File: src/rtl/msx2_ram_arbiter_if.sv
// Bus bundle between the MSX2 RAM arbiter, its CPU/aux requesters and the external RAM.
// slave is the arbiter's view; master is the environment (requesters plus RAM) view.
interface msx2_ram_arbiter_if #(
  parameter int SEG_BITS = 8
);
  localparam int ADDR_W = SEG_BITS + 14;

  logic              cpu_req;
  logic              cpu_wr;
  logic [15:0]       cpu_addr;
  logic [7:0]        cpu_segment;
  logic [7:0]        cpu_din;
  logic              cpu_ack;
  logic [7:0]        cpu_dout;

  logic              aux_req;
  logic              aux_wr;
  logic [ADDR_W-1:0] aux_addr;
  logic [7:0]        aux_din;
  logic              aux_ack;
  logic [7:0]        aux_dout;

  logic              ram_req;
  logic              ram_wr;
  logic [ADDR_W-1:0] ram_addr;
  logic [7:0]        ram_din;
  logic [7:0]        ram_dout;
  logic              ram_ack;
  logic              ram_refresh;

  logic              timeout_err;

  modport slave (
    input  cpu_req, cpu_wr, cpu_addr, cpu_segment, cpu_din,
    output cpu_ack, cpu_dout,
    input  aux_req, aux_wr, aux_addr, aux_din,
    output aux_ack, aux_dout,
    output ram_req, ram_wr, ram_addr, ram_din, ram_refresh,
    input  ram_dout, ram_ack,
    output timeout_err
  );

  modport master (
    output cpu_req, cpu_wr, cpu_addr, cpu_segment, cpu_din,
    input  cpu_ack, cpu_dout,
    output aux_req, aux_wr, aux_addr, aux_din,
    input  aux_ack, aux_dout,
    input  ram_req, ram_wr, ram_addr, ram_din, ram_refresh,
    output ram_dout, ram_ack,
    input  timeout_err
  );
endinterface

File: src/rtl/msx2_ram_arbiter.sv
// MSX2 RAM arbiter: shares one external RAM port between the mapper-addressed CPU and an aux requester.
// Optional periodic refresh is compiled in when MSX2_RAM_REFRESH_EN is defined.
module msx2_ram_arbiter #(
  parameter int SEG_BITS       = 8,
  parameter int STARVE_LIMIT   = 4,
  parameter int TIMEOUT        = 255,
  parameter int REFRESH_PERIOD = 512
) (
  input logic               clk,
  input logic               reset_n,
  msx2_ram_arbiter_if.slave bus
);
  localparam int ADDR_W   = SEG_BITS + 14;
  localparam int STARVE_W = $clog2(STARVE_LIMIT + 1);

`ifdef MSX2_RAM_REFRESH_EN
  typedef enum logic [1:0] {IDLE, GNT_CPU, GNT_AUX, REFRESH} state_t;
`else
  typedef enum logic [1:0] {IDLE, GNT_CPU, GNT_AUX} state_t;
`endif

  state_t              state, state_next;
  logic                ram_req_q, ram_req_d;
  logic                ram_wr_q, ram_wr_d;
  logic [ADDR_W-1:0]   ram_addr_q, ram_addr_d;
  logic [7:0]          ram_din_q, ram_din_d;
  logic                cpu_ack_q, cpu_ack_d;
  logic                aux_ack_q, aux_ack_d;
  logic                ack_dly_q, ack_dly_d;
  logic [7:0]          cpu_dout_q, cpu_dout_d;
  logic [7:0]          aux_dout_q, aux_dout_d;
  logic                timeout_err_q, timeout_err_d;
  logic [7:0]          wait_q, wait_d;
  logic [STARVE_W-1:0] starve_q, starve_d;
  logic                holdoff;
  logic                refresh_due;
  logic                wait_expired;
  logic [ADDR_W-1:0]   cpu_phys;
  logic                unused_inputs;

  assign cpu_phys      = {bus.cpu_segment[SEG_BITS-1:0], bus.cpu_addr[13:0]};
  assign unused_inputs = ^{bus.cpu_addr[15:14], bus.cpu_segment};
  // Requesters keep req high through their ack cycle and the one after, so nobody is granted then.
  assign holdoff       = cpu_ack_q | aux_ack_q | ack_dly_q;
  assign wait_expired  = (wait_q == 8'(TIMEOUT - 1));

`ifdef MSX2_RAM_REFRESH_EN
  localparam int REF_W = $clog2(REFRESH_PERIOD);

  logic [REF_W-1:0] refresh_cnt;
  logic             refresh_pending;
  logic             refresh_take;
  logic             refresh_q, refresh_d;

  // A period ending while a refresh is already pending does not queue another one.
  always_ff @(posedge clk or negedge reset_n) begin
    if (!reset_n) begin
      refresh_cnt     <= '0;
      refresh_pending <= 1'b0;
    end else begin
      if (refresh_cnt == REF_W'(REFRESH_PERIOD - 1)) begin
        refresh_cnt     <= '0;
        refresh_pending <= 1'b1;
      end else begin
        refresh_cnt <= refresh_cnt + REF_W'(1);
        if (refresh_take) begin
          refresh_pending <= 1'b0;
        end
      end
    end
  end

  assign refresh_due     = refresh_pending;
  assign bus.ram_refresh = refresh_q;
`else
  assign refresh_due     = 1'b0;
  assign bus.ram_refresh = 1'b0;
`endif

  always_comb begin
    state_next    = state;
    ram_req_d     = ram_req_q;
    ram_wr_d      = ram_wr_q;
    ram_addr_d    = ram_addr_q;
    ram_din_d     = ram_din_q;
    cpu_ack_d     = 1'b0;
    aux_ack_d     = 1'b0;
    ack_dly_d     = cpu_ack_q | aux_ack_q;
    cpu_dout_d    = cpu_dout_q;
    aux_dout_d    = aux_dout_q;
    timeout_err_d = timeout_err_q;
    wait_d        = wait_q;
    starve_d      = starve_q;
`ifdef MSX2_RAM_REFRESH_EN
    refresh_take  = 1'b0;
    refresh_d     = refresh_q;
`endif

    case (state)
      IDLE: begin
        if (!bus.aux_req) begin
          starve_d = '0;
        end
        if (refresh_due) begin
`ifdef MSX2_RAM_REFRESH_EN
          state_next   = REFRESH;
          refresh_d    = 1'b1;
          refresh_take = 1'b1;
          wait_d       = '0;
`endif
        end else if (!holdoff) begin
          if (bus.aux_req && (starve_q == STARVE_W'(STARVE_LIMIT))) begin
            state_next = GNT_AUX;
            ram_req_d  = 1'b1;
            ram_wr_d   = bus.aux_wr;
            ram_addr_d = bus.aux_addr;
            ram_din_d  = bus.aux_din;
            wait_d     = '0;
            starve_d   = '0;
          end else if (bus.cpu_req) begin
            state_next = GNT_CPU;
            ram_req_d  = 1'b1;
            ram_wr_d   = bus.cpu_wr;
            ram_addr_d = cpu_phys;
            ram_din_d  = bus.cpu_din;
            wait_d     = '0;
            if (bus.aux_req) begin
              starve_d = starve_q + STARVE_W'(1);
            end
          end else if (bus.aux_req) begin
            state_next = GNT_AUX;
            ram_req_d  = 1'b1;
            ram_wr_d   = bus.aux_wr;
            ram_addr_d = bus.aux_addr;
            ram_din_d  = bus.aux_din;
            wait_d     = '0;
            starve_d   = '0;
          end
        end
      end

      // A timed-out access completes like a normal one but returns 8'hFF and flags the error.
      GNT_CPU, GNT_AUX: begin
        if (bus.ram_ack || wait_expired) begin
          state_next = IDLE;
          ram_req_d  = 1'b0;
          if (state == GNT_CPU) begin
            cpu_ack_d = 1'b1;
          end else begin
            aux_ack_d = 1'b1;
          end
          if (!bus.ram_ack) begin
            timeout_err_d = 1'b1;
            if (state == GNT_CPU) begin
              cpu_dout_d = 8'hFF;
            end else begin
              aux_dout_d = 8'hFF;
            end
          end else if (!ram_wr_q) begin
            if (state == GNT_CPU) begin
              cpu_dout_d = bus.ram_dout;
            end else begin
              aux_dout_d = bus.ram_dout;
            end
          end
        end else begin
          wait_d = wait_q + 8'd1;
        end
      end

`ifdef MSX2_RAM_REFRESH_EN
      REFRESH: begin
        if (bus.ram_ack || wait_expired) begin
          state_next = IDLE;
          refresh_d  = 1'b0;
          if (!bus.ram_ack) begin
            timeout_err_d = 1'b1;
          end
        end else begin
          wait_d = wait_q + 8'd1;
        end
      end
`endif

      default: begin
        state_next = IDLE;
      end
    endcase
  end

  always_ff @(posedge clk or negedge reset_n) begin
    if (!reset_n) begin
      state         <= IDLE;
      ram_req_q     <= 1'b0;
      ram_wr_q      <= 1'b0;
      ram_addr_q    <= '0;
      ram_din_q     <= 8'h00;
      cpu_ack_q     <= 1'b0;
      aux_ack_q     <= 1'b0;
      ack_dly_q     <= 1'b0;
      cpu_dout_q    <= 8'hFF;
      aux_dout_q    <= 8'hFF;
      timeout_err_q <= 1'b0;
      wait_q        <= 8'h00;
      starve_q      <= '0;
`ifdef MSX2_RAM_REFRESH_EN
      refresh_q     <= 1'b0;
`endif
    end else begin
      state         <= state_next;
      ram_req_q     <= ram_req_d;
      ram_wr_q      <= ram_wr_d;
      ram_addr_q    <= ram_addr_d;
      ram_din_q     <= ram_din_d;
      cpu_ack_q     <= cpu_ack_d;
      aux_ack_q     <= aux_ack_d;
      ack_dly_q     <= ack_dly_d;
      cpu_dout_q    <= cpu_dout_d;
      aux_dout_q    <= aux_dout_d;
      timeout_err_q <= timeout_err_d;
      wait_q        <= wait_d;
      starve_q      <= starve_d;
`ifdef MSX2_RAM_REFRESH_EN
      refresh_q     <= refresh_d;
`endif
    end
  end

  assign bus.ram_req     = ram_req_q;
  assign bus.ram_wr      = ram_wr_q;
  assign bus.ram_addr    = ram_addr_q;
  assign bus.ram_din     = ram_din_q;
  assign bus.cpu_ack     = cpu_ack_q;
  assign bus.aux_ack     = aux_ack_q;
  assign bus.cpu_dout    = cpu_dout_q;
  assign bus.aux_dout    = aux_dout_q;
  assign bus.timeout_err = timeout_err_q;
endmodule

File: src/flat_wrapper.sv
// flat-port wrapper written by rule: the top's interface ports become plain ports
module msx2_ram_arbiter_flat 
#(
  parameter int SEG_BITS       = 8,
  parameter int STARVE_LIMIT   = 4,
  parameter int TIMEOUT        = 255,
  parameter int REFRESH_PERIOD = 512
)
  (clk, reset_n, bus_cpu_req, bus_cpu_wr, bus_cpu_addr, bus_cpu_segment, bus_cpu_din, bus_cpu_ack, bus_cpu_dout, bus_aux_req, bus_aux_wr, bus_aux_addr, bus_aux_din, bus_aux_ack, bus_aux_dout, bus_ram_req, bus_ram_wr, bus_ram_addr, bus_ram_din, bus_ram_refresh, bus_ram_dout, bus_ram_ack, bus_timeout_err);
  msx2_ram_arbiter_if #(.SEG_BITS(SEG_BITS)) bus_i ();
  input logic clk;
  input logic reset_n;
  input wire logic [$bits(bus_i.cpu_req)-1:0] bus_cpu_req;
  input wire logic [$bits(bus_i.cpu_wr)-1:0] bus_cpu_wr;
  input wire logic [$bits(bus_i.cpu_addr)-1:0] bus_cpu_addr;
  input wire logic [$bits(bus_i.cpu_segment)-1:0] bus_cpu_segment;
  input wire logic [$bits(bus_i.cpu_din)-1:0] bus_cpu_din;
  output wire logic [$bits(bus_i.cpu_ack)-1:0] bus_cpu_ack;
  output wire logic [$bits(bus_i.cpu_dout)-1:0] bus_cpu_dout;
  input wire logic [$bits(bus_i.aux_req)-1:0] bus_aux_req;
  input wire logic [$bits(bus_i.aux_wr)-1:0] bus_aux_wr;
  input wire logic [$bits(bus_i.aux_addr)-1:0] bus_aux_addr;
  input wire logic [$bits(bus_i.aux_din)-1:0] bus_aux_din;
  output wire logic [$bits(bus_i.aux_ack)-1:0] bus_aux_ack;
  output wire logic [$bits(bus_i.aux_dout)-1:0] bus_aux_dout;
  output wire logic [$bits(bus_i.ram_req)-1:0] bus_ram_req;
  output wire logic [$bits(bus_i.ram_wr)-1:0] bus_ram_wr;
  output wire logic [$bits(bus_i.ram_addr)-1:0] bus_ram_addr;
  output wire logic [$bits(bus_i.ram_din)-1:0] bus_ram_din;
  output wire logic [$bits(bus_i.ram_refresh)-1:0] bus_ram_refresh;
  input wire logic [$bits(bus_i.ram_dout)-1:0] bus_ram_dout;
  input wire logic [$bits(bus_i.ram_ack)-1:0] bus_ram_ack;
  output wire logic [$bits(bus_i.timeout_err)-1:0] bus_timeout_err;
  assign bus_i.cpu_req = bus_cpu_req;
  assign bus_i.cpu_wr = bus_cpu_wr;
  assign bus_i.cpu_addr = bus_cpu_addr;
  assign bus_i.cpu_segment = bus_cpu_segment;
  assign bus_i.cpu_din = bus_cpu_din;
  assign bus_cpu_ack = bus_i.cpu_ack;
  assign bus_cpu_dout = bus_i.cpu_dout;
  assign bus_i.aux_req = bus_aux_req;
  assign bus_i.aux_wr = bus_aux_wr;
  assign bus_i.aux_addr = bus_aux_addr;
  assign bus_i.aux_din = bus_aux_din;
  assign bus_aux_ack = bus_i.aux_ack;
  assign bus_aux_dout = bus_i.aux_dout;
  assign bus_ram_req = bus_i.ram_req;
  assign bus_ram_wr = bus_i.ram_wr;
  assign bus_ram_addr = bus_i.ram_addr;
  assign bus_ram_din = bus_i.ram_din;
  assign bus_ram_refresh = bus_i.ram_refresh;
  assign bus_i.ram_dout = bus_ram_dout;
  assign bus_i.ram_ack = bus_ram_ack;
  assign bus_timeout_err = bus_i.timeout_err;
  msx2_ram_arbiter #(.SEG_BITS(SEG_BITS), .STARVE_LIMIT(STARVE_LIMIT), .TIMEOUT(TIMEOUT), .REFRESH_PERIOD(REFRESH_PERIOD)) u_core (.clk(clk), .reset_n(reset_n), .bus(bus_i));
endmodule
File: config.mk
export PLATFORM = sky130hd
export DESIGN_NAME = msx2_ram_arbiter_flat
export DESIGN_NICKNAME = d
export VERILOG_FILES = /design/src/rtl/msx2_ram_arbiter_if.sv /design/src/rtl/msx2_ram_arbiter.sv /design/src/flat_wrapper.sv
export SDC_FILE = /design/constraint.sdc
export NUM_CORES = 1
export LEC_CHECK = 0
export ABC_AREA = 1
export BUFFER_PORTS_ARGS = -buffer_cell sky130_fd_sc_hd__buf_4
export CORE_UTILIZATION = 50
export DETAILED_ROUTE_END_ITERATION = 16
export HOLD_SLACK_MARGIN = 0.05
export PLACE_DENSITY = 0.84
export SETUP_SLACK_MARGIN = 0.02
export SLEW_MARGIN = 20
export SYNTH_ARGS = -nofsm -noshare
export SYNTH_HDL_FRONTEND = slang
export SYNTH_SLANG_ARGS = --single-unit
File: constraint.sdc
create_clock -name clk -period 3.6 [get_ports clk]
set_input_delay 0.36 -clock clk [delete_from_list [all_inputs] [get_ports clk]]
set_output_delay 0.36 -clock clk [all_outputs]
set_load 0.01 [all_outputs]
## Word level (Yosys, flattened, before mapping)

Index checks and enable logic that the tools add are counted.

| word-level totals | value |
|---|---|
| input port bits | 77 |
| bits in registers | 65 |
| word-level logic and storage cells | 92 |
| output and inout port bits | 52 |

| operators by class | value |
|---|---|
| bitwise operators | 4 |
| mux-type cells | 47 |
| reduce and logical (&&, ||, !) cells | 15 |
| add/sub/neg operators | 2 |
| equality and inequality tests | 11 |

Operators with widths:

| cell | number |
|---|---|
| 8-bit 2-to-1 mux | 16 |
| 22-bit 2-to-1 mux | 3 |
| 3-bit 2-to-1 mux | 6 |
| 8-bit one-hot mux with 2 select lines | 1 |
| 1-bit 2-to-1 mux | 14 |
| 2-bit 2-to-1 mux | 5 |
| 5-bit AND reduction | 2 |
| 3-bit AND reduction | 3 |
| 8-bit by 1-bit adder with 8-bit output, second input constant | 1 |
| 8-bit equality test, second input constant | 1 |
| 2-bit != test, second input constant | 4 |
| 4-bit AND reduction | 2 |
| 2-bit nonzero test | 3 |
| 2-bit by 1-bit != test with 1-bit output, second input constant | 2 |
| 4-bit by 3-bit != test with 1-bit output, second input constant | 1 |
| 2-bit one-hot mux with 2 select lines | 1 |
| 3-bit by 1-bit adder with 3-bit output, second input constant | 1 |
| 3-bit equality test, second input constant | 1 |
| 3-bit nonzero test | 1 |
| 2-bit by 1-bit equality test with 1-bit output, second input constant | 1 |
| 2-bit equality test, second input constant | 1 |
| 2-bit logical NOT | 1 |
| 1-bit NOT | 2 |
| 1-bit bitwise OR | 2 |
| other kinds (4) | 4 |

## Logic depth before layout (Yosys ltp)

| depth | value |
|---|---|
| depth after elaboration | 5 |
| mapped depth | 10 |
| mapped depth without buffers | 10 |

## Worst setup path after synthesis

Ideal clock, no wire load.

| path | value |
|---|---|
| path kind | reg2reg |
| start point | register u_core.state[0] |
| end point | register u_core.cpu_dout_q[6] (netlist: u_core.bus.cpu_dout[6]) |
| library setup time | 0.081 ns |
| data required time | 3.519 ns |
| slack | 2.095 ns |
| data arrival time | 1.424 ns |
| buffers on the path | 1 |
| stages on the path, launching flop included | 9 |
| period minus slack after synthesis | 1.505 ns |
| cells stage by stage | dfrtp_1 -> inv_1 -> ha_1 -> inv_2 -> a211oi_2 -> nand2_4 -> buf_6 -> nand2_1 -> o21ai_2 |

| between the ends | value |
|---|---|
| word-level cells in the longest chain between the ends | 3 |
| elaborated cells between the ends (all ways) | 6 |

Ends and longest elaborated chain:

| item | line | text |
|---|---|---|
| from (decl) | msx2_ram_arbiter.sv:22 | `state_t state, state_next;` |
| from (signal assigned) | msx2_ram_arbiter.sv:210 | `state <= state_next;` |
| 2-bit by 1-bit equality test with 1-bit output or 2-bit equality test (tied branches) | msx2_ram_arbiter.sv:99, msx2_ram_arbiter.sv:154, msx2_ram_arbiter.sv:160 |  |
| 2-bit nonzero test (no line) or 2-bit OR reduction (tied branches) | -- |  |
| 5-bit AND reduction (no line) (*) | -- |  |
| to (signal assigned) | msx2_ram_arbiter.sv:218 | `cpu_dout_q <= cpu_dout_d;` |
| to (decl) | msx2_ram_arbiter.sv:30 | `logic [7:0] cpu_dout_q, cpu_dout_d;` |

Every way passes the cells marked *; elsewhere a longest branch is shown, timed or not.
A chain may end at the register's enable or synchronous reset.

## Worst setup path after layout

| path | value |
|---|---|
| start point | register u_core.state[0] |
| end point | register u_core.ram_addr_q[12] (netlist: u_core.bus.ram_addr[12]) |

| between the ends | value |
|---|---|
| word-level cells in the longest chain between the ends | 2 |

Ends and longest elaborated chain:

| item | line | text |
|---|---|---|
| 2-bit logical NOT | msx2_ram_arbiter.sv:99 | `case (state)` |
| 3-bit AND reduction (no line) | -- |  |
| to (signal assigned) | msx2_ram_arbiter.sv:213 | `ram_addr_q <= ram_addr_d;` |
| to (decl) | msx2_ram_arbiter.sv:25 | `logic [ADDR_W-1:0] ram_addr_q, ram_addr_d;` |

Every way passes these cells.

==> run metrics <==
setup TNS=0 ps; Core Area=6390 um^2; r2r setup slk=1240 ps; Vert. Die Dim=83.6 um; startpoint types=flop; sequential area share after synthesis=49.4%; Fillers=501; Clock transition at path regs=70 ps; buffers plus inverters on the worst setup path=2; RePlAce Congestion=0.797; crit-path max FO=33; VDD IR max=0.499 mV; DRC=0; I/O Pins=129; leak pwr=2.28 nW; total power=3.57 mW; DR vias/cell=5.12; Final Core Density=69.5%; cell area after synthesis=3330 um^2; CTS tree=yes; Die ar.=6990 um^2; reg2reg start=u_core.state[0]$_DFFE_PN0P_; Finish-stage setup viols=0; delay-heaviest family, CP=simple AND/OR/NAND/NOR gates; CP most frequent cell=nand2_1; Worst Setup SP=u_core.state[0]$_DFFE_PN0P_; share of cells above drive strength 1=43.5%; Max Slew Vio Count=0; Hold Path Class=primary input to async pin; worst-margin pin slew=808 ps; Post-CTS Resized=0; dpl ws=1240 ps; TritonCTS Buffers=9; maximum clock frequency=424 MHz; final-report hold violation count=0; clock skew=7.69 ps; Clock Sinks=65; fin area=4440 um^2; Starting DRT DRC Count=144; Nets=580; dpl hpwl=5550 um; r2r endpoint=u_core.bus.ram_addr[12]$_DFFE_PN0P_; YS warnings=0; Cell Area, Placed=4260 um^2; RSZ-0062 raised after global routing=false; root buf cell=clkbuf_8; largest net degree at the start of global routing=66; worst setup margin=1240 ps; CP Data Arrival Time=2580 ps; GRT Overall Usage=23.5%; minimum clock period=2360 ps; cells on worst reg2reg path=7; crit end category=flop; vias in the first global route=2889; Crit Path Class=flop to flop; WL final=7840 um; Core Rows=29; Max-cap violations=0; Synth area leader=dfrtp_1; Initial Util=52.2%; Detail Route Antenna Nets=0; Cell Pwr Density=805 nW/um^2; n_diodes=0; routed via count=2957; first-pass GRT wire length=13200 um; critical path required time=3820 ps; Syn Area/Cell=8.89 um^2; dominant cells by area after synthesis=dfrtp_1 (37%), nand2_1 (14%), dfstp_2 (13%); top-area cell type share of the netlist area=36.8%; TritonRoute pass-1 iters=4; setup bufs post-CTS=0; wire per inst=13.6 um; clk_lat worst skew=340 ps; initial antenna violation count=0; outcome=completed; H-tree depth=3; Seq cells post-synth=65; Worst path depth=7; period utilisation layout=65.5%; Gate Count Post-Synth=375; # hold bufs at CTS=0; port bufs=125; Synth cell types=27; crit path cell chain=inv_1, ha_1, nand2_1, nor2_4, inv_2, nand2_1, nand2_1; Max Buffers Root-to-Sink=2; relative slew slack=46.1%; slowest library cell on the worst path=nor2_4; Die X=83.6 um; Area Growth Syn to Fin=33.3%; Syn Nets=459; Overflow after GRT=0; max incr delay on CP=620 ps
## flip-flops by register name, summed over array words and instances, names as in the netlist, 2 cells and up
register             count
u_core.bus.aux_dout      8
u_core.bus.cpu_dout      8
u_core.bus.ram_addr     22
u_core.bus.ram_din       8
u_core.starve_q          3
u_core.state             2
u_core.wait_q            8
## cell type report
| class | count | area, um^2 | area share, % |
|---|---|---|---|
| Tap cell | 77 | 96.3 | 2.17 |
| Sequential cell | 65 | 1650 | 37.1 |
| Clock buffer | 12 | 135 | 3.04 |
| Clock inverter | 4 | 45.0 | 1.01 |
| Inverter | 19 | 71.3 | 1.61 |
| Timing Repair Buffer | 126 | 946 | 21.3 |
| Multi-Input combinational cell | 275 | 1500 | 33.8 |
## logic make-up (layout without fill, tap and decap cells)
group / count (synthesis) / count (layout) / share of synthesized area [%]
simple gates: 202 / 202 / 27.5
xor+xnor: 3 / 3 / 0.789
buf+inv: 35 / 161 / 5.56
fa+ha+maj: 7 / 7 / 2.63
flops: 65 / 65 / 49.4
other cells: 1 / 1 / 0.113
compound gates: 62 / 62 / 14.0
## worst max-delay path by stage
stage,endpoint,slack (ps)
after floorplan,u_core.bus.cpu_dout[6]$_DFFE_PN1P_,2090
after global routing,u_core.bus.ram_din[6]$_DFFE_PN0P_,980
after detailed placement,u_core.bus.ram_addr[13]$_DFFE_PN0P_,1240
after CTS,u_core.bus.ram_addr[13]$_DFFE_PN0P_,1220
after global placement,u_core.bus.ram_din[2]$_DFFE_PN0P_,1330
final,u_core.bus.ram_addr[12]$_DFFE_PN0P_,1240
## cells in the mapped netlist
library cell	number
nand2_1	127
dfrtp_1	49
o211ai_1	31
or2_2	31
nor2_1	24
dfstp_2	16
o21ai_2	16
inv_1	15
nand3_1	9
ha_1	7
clkbuf_1	6
o21ai_0	6
a21oi_1	5
buf_6	5
buf_4	4
inv_2	4
nand2_2	4
nand2_4	3
a211oi_2	2
nor2_4	2
o21bai_1	2
xor2_1	2
buf_2	1
conb_1	1
nand2_8	1
nand3b_1	1
xnor2_1	1
## through the flow
stage | std cells | hold slack (ps)
6_report | 578 | 88.0
5_1_grt | 578 | 176
4_1_cts | 578 | 133
3_5_place_dp | 562 | 463
3_3_place_gp | 562 | 455
2_1_floorplan | 375 | 64.4
## power by group
group | switching [mW] | total, mW | internal, mW | leakage [nW]
logic | 0.958 | 1.69 | 0.731 | 1.41
clock network | 0.264 | 0.581 | 0.317 | 0.0941
registers | 0.183 | 1.30 | 1.12 | 0.781
## per-layer routing
metal  vias up  global-route usage [%]  share of wire [%]
li1       1454                       -                  -
met1      1382                    29.4                 43
met2       107                    39.0                 47
met3        14                    7.12                7.9
met4         0                    8.01                1.6
met5         -                       0                  0
## layout by cell type, fill, tap and decap left out
| cell type | count |
|---|---|
| nand3_1 | 9 |
| nor2_1 | 24 |
| bufinv_16 | 1 |
| nand2_4 | 3 |
| nor2_4 | 2 |
| conb_1 | 1 |
| or2_2 | 31 |
| dfstp_2 | 16 |
| a211oi_2 | 2 |
| xnor2_1 | 1 |
| clkbuf_8 | 9 |
| clkinv_2 | 3 |
| o21bai_1 | 2 |
| o21ai_2 | 16 |
| dfrtp_1 | 49 |
| o211ai_1 | 31 |
| a21oi_1 | 5 |
| o21ai_0 | 6 |
| nand3b_1 | 1 |
| inv_1 | 15 |
| nand2_2 | 4 |
| ha_1 | 7 |
| nand2_1 | 127 |
| clkbuf_1 | 3 |
| xor2_1 | 2 |
| buf_4 | 126 |
| inv_2 | 4 |
| nand2_8 | 1 |
## worst register-to-register path, stage by stage (launching register included)
cell and delay, ps:
dfrtp_1 420, inv_1 80, ha_1 280, nand2_1 170, nor2_4 620, inv_2 430
nand2_1 180, nand2_1 70
No activity file was read; power rests on OpenSTA's default activity.
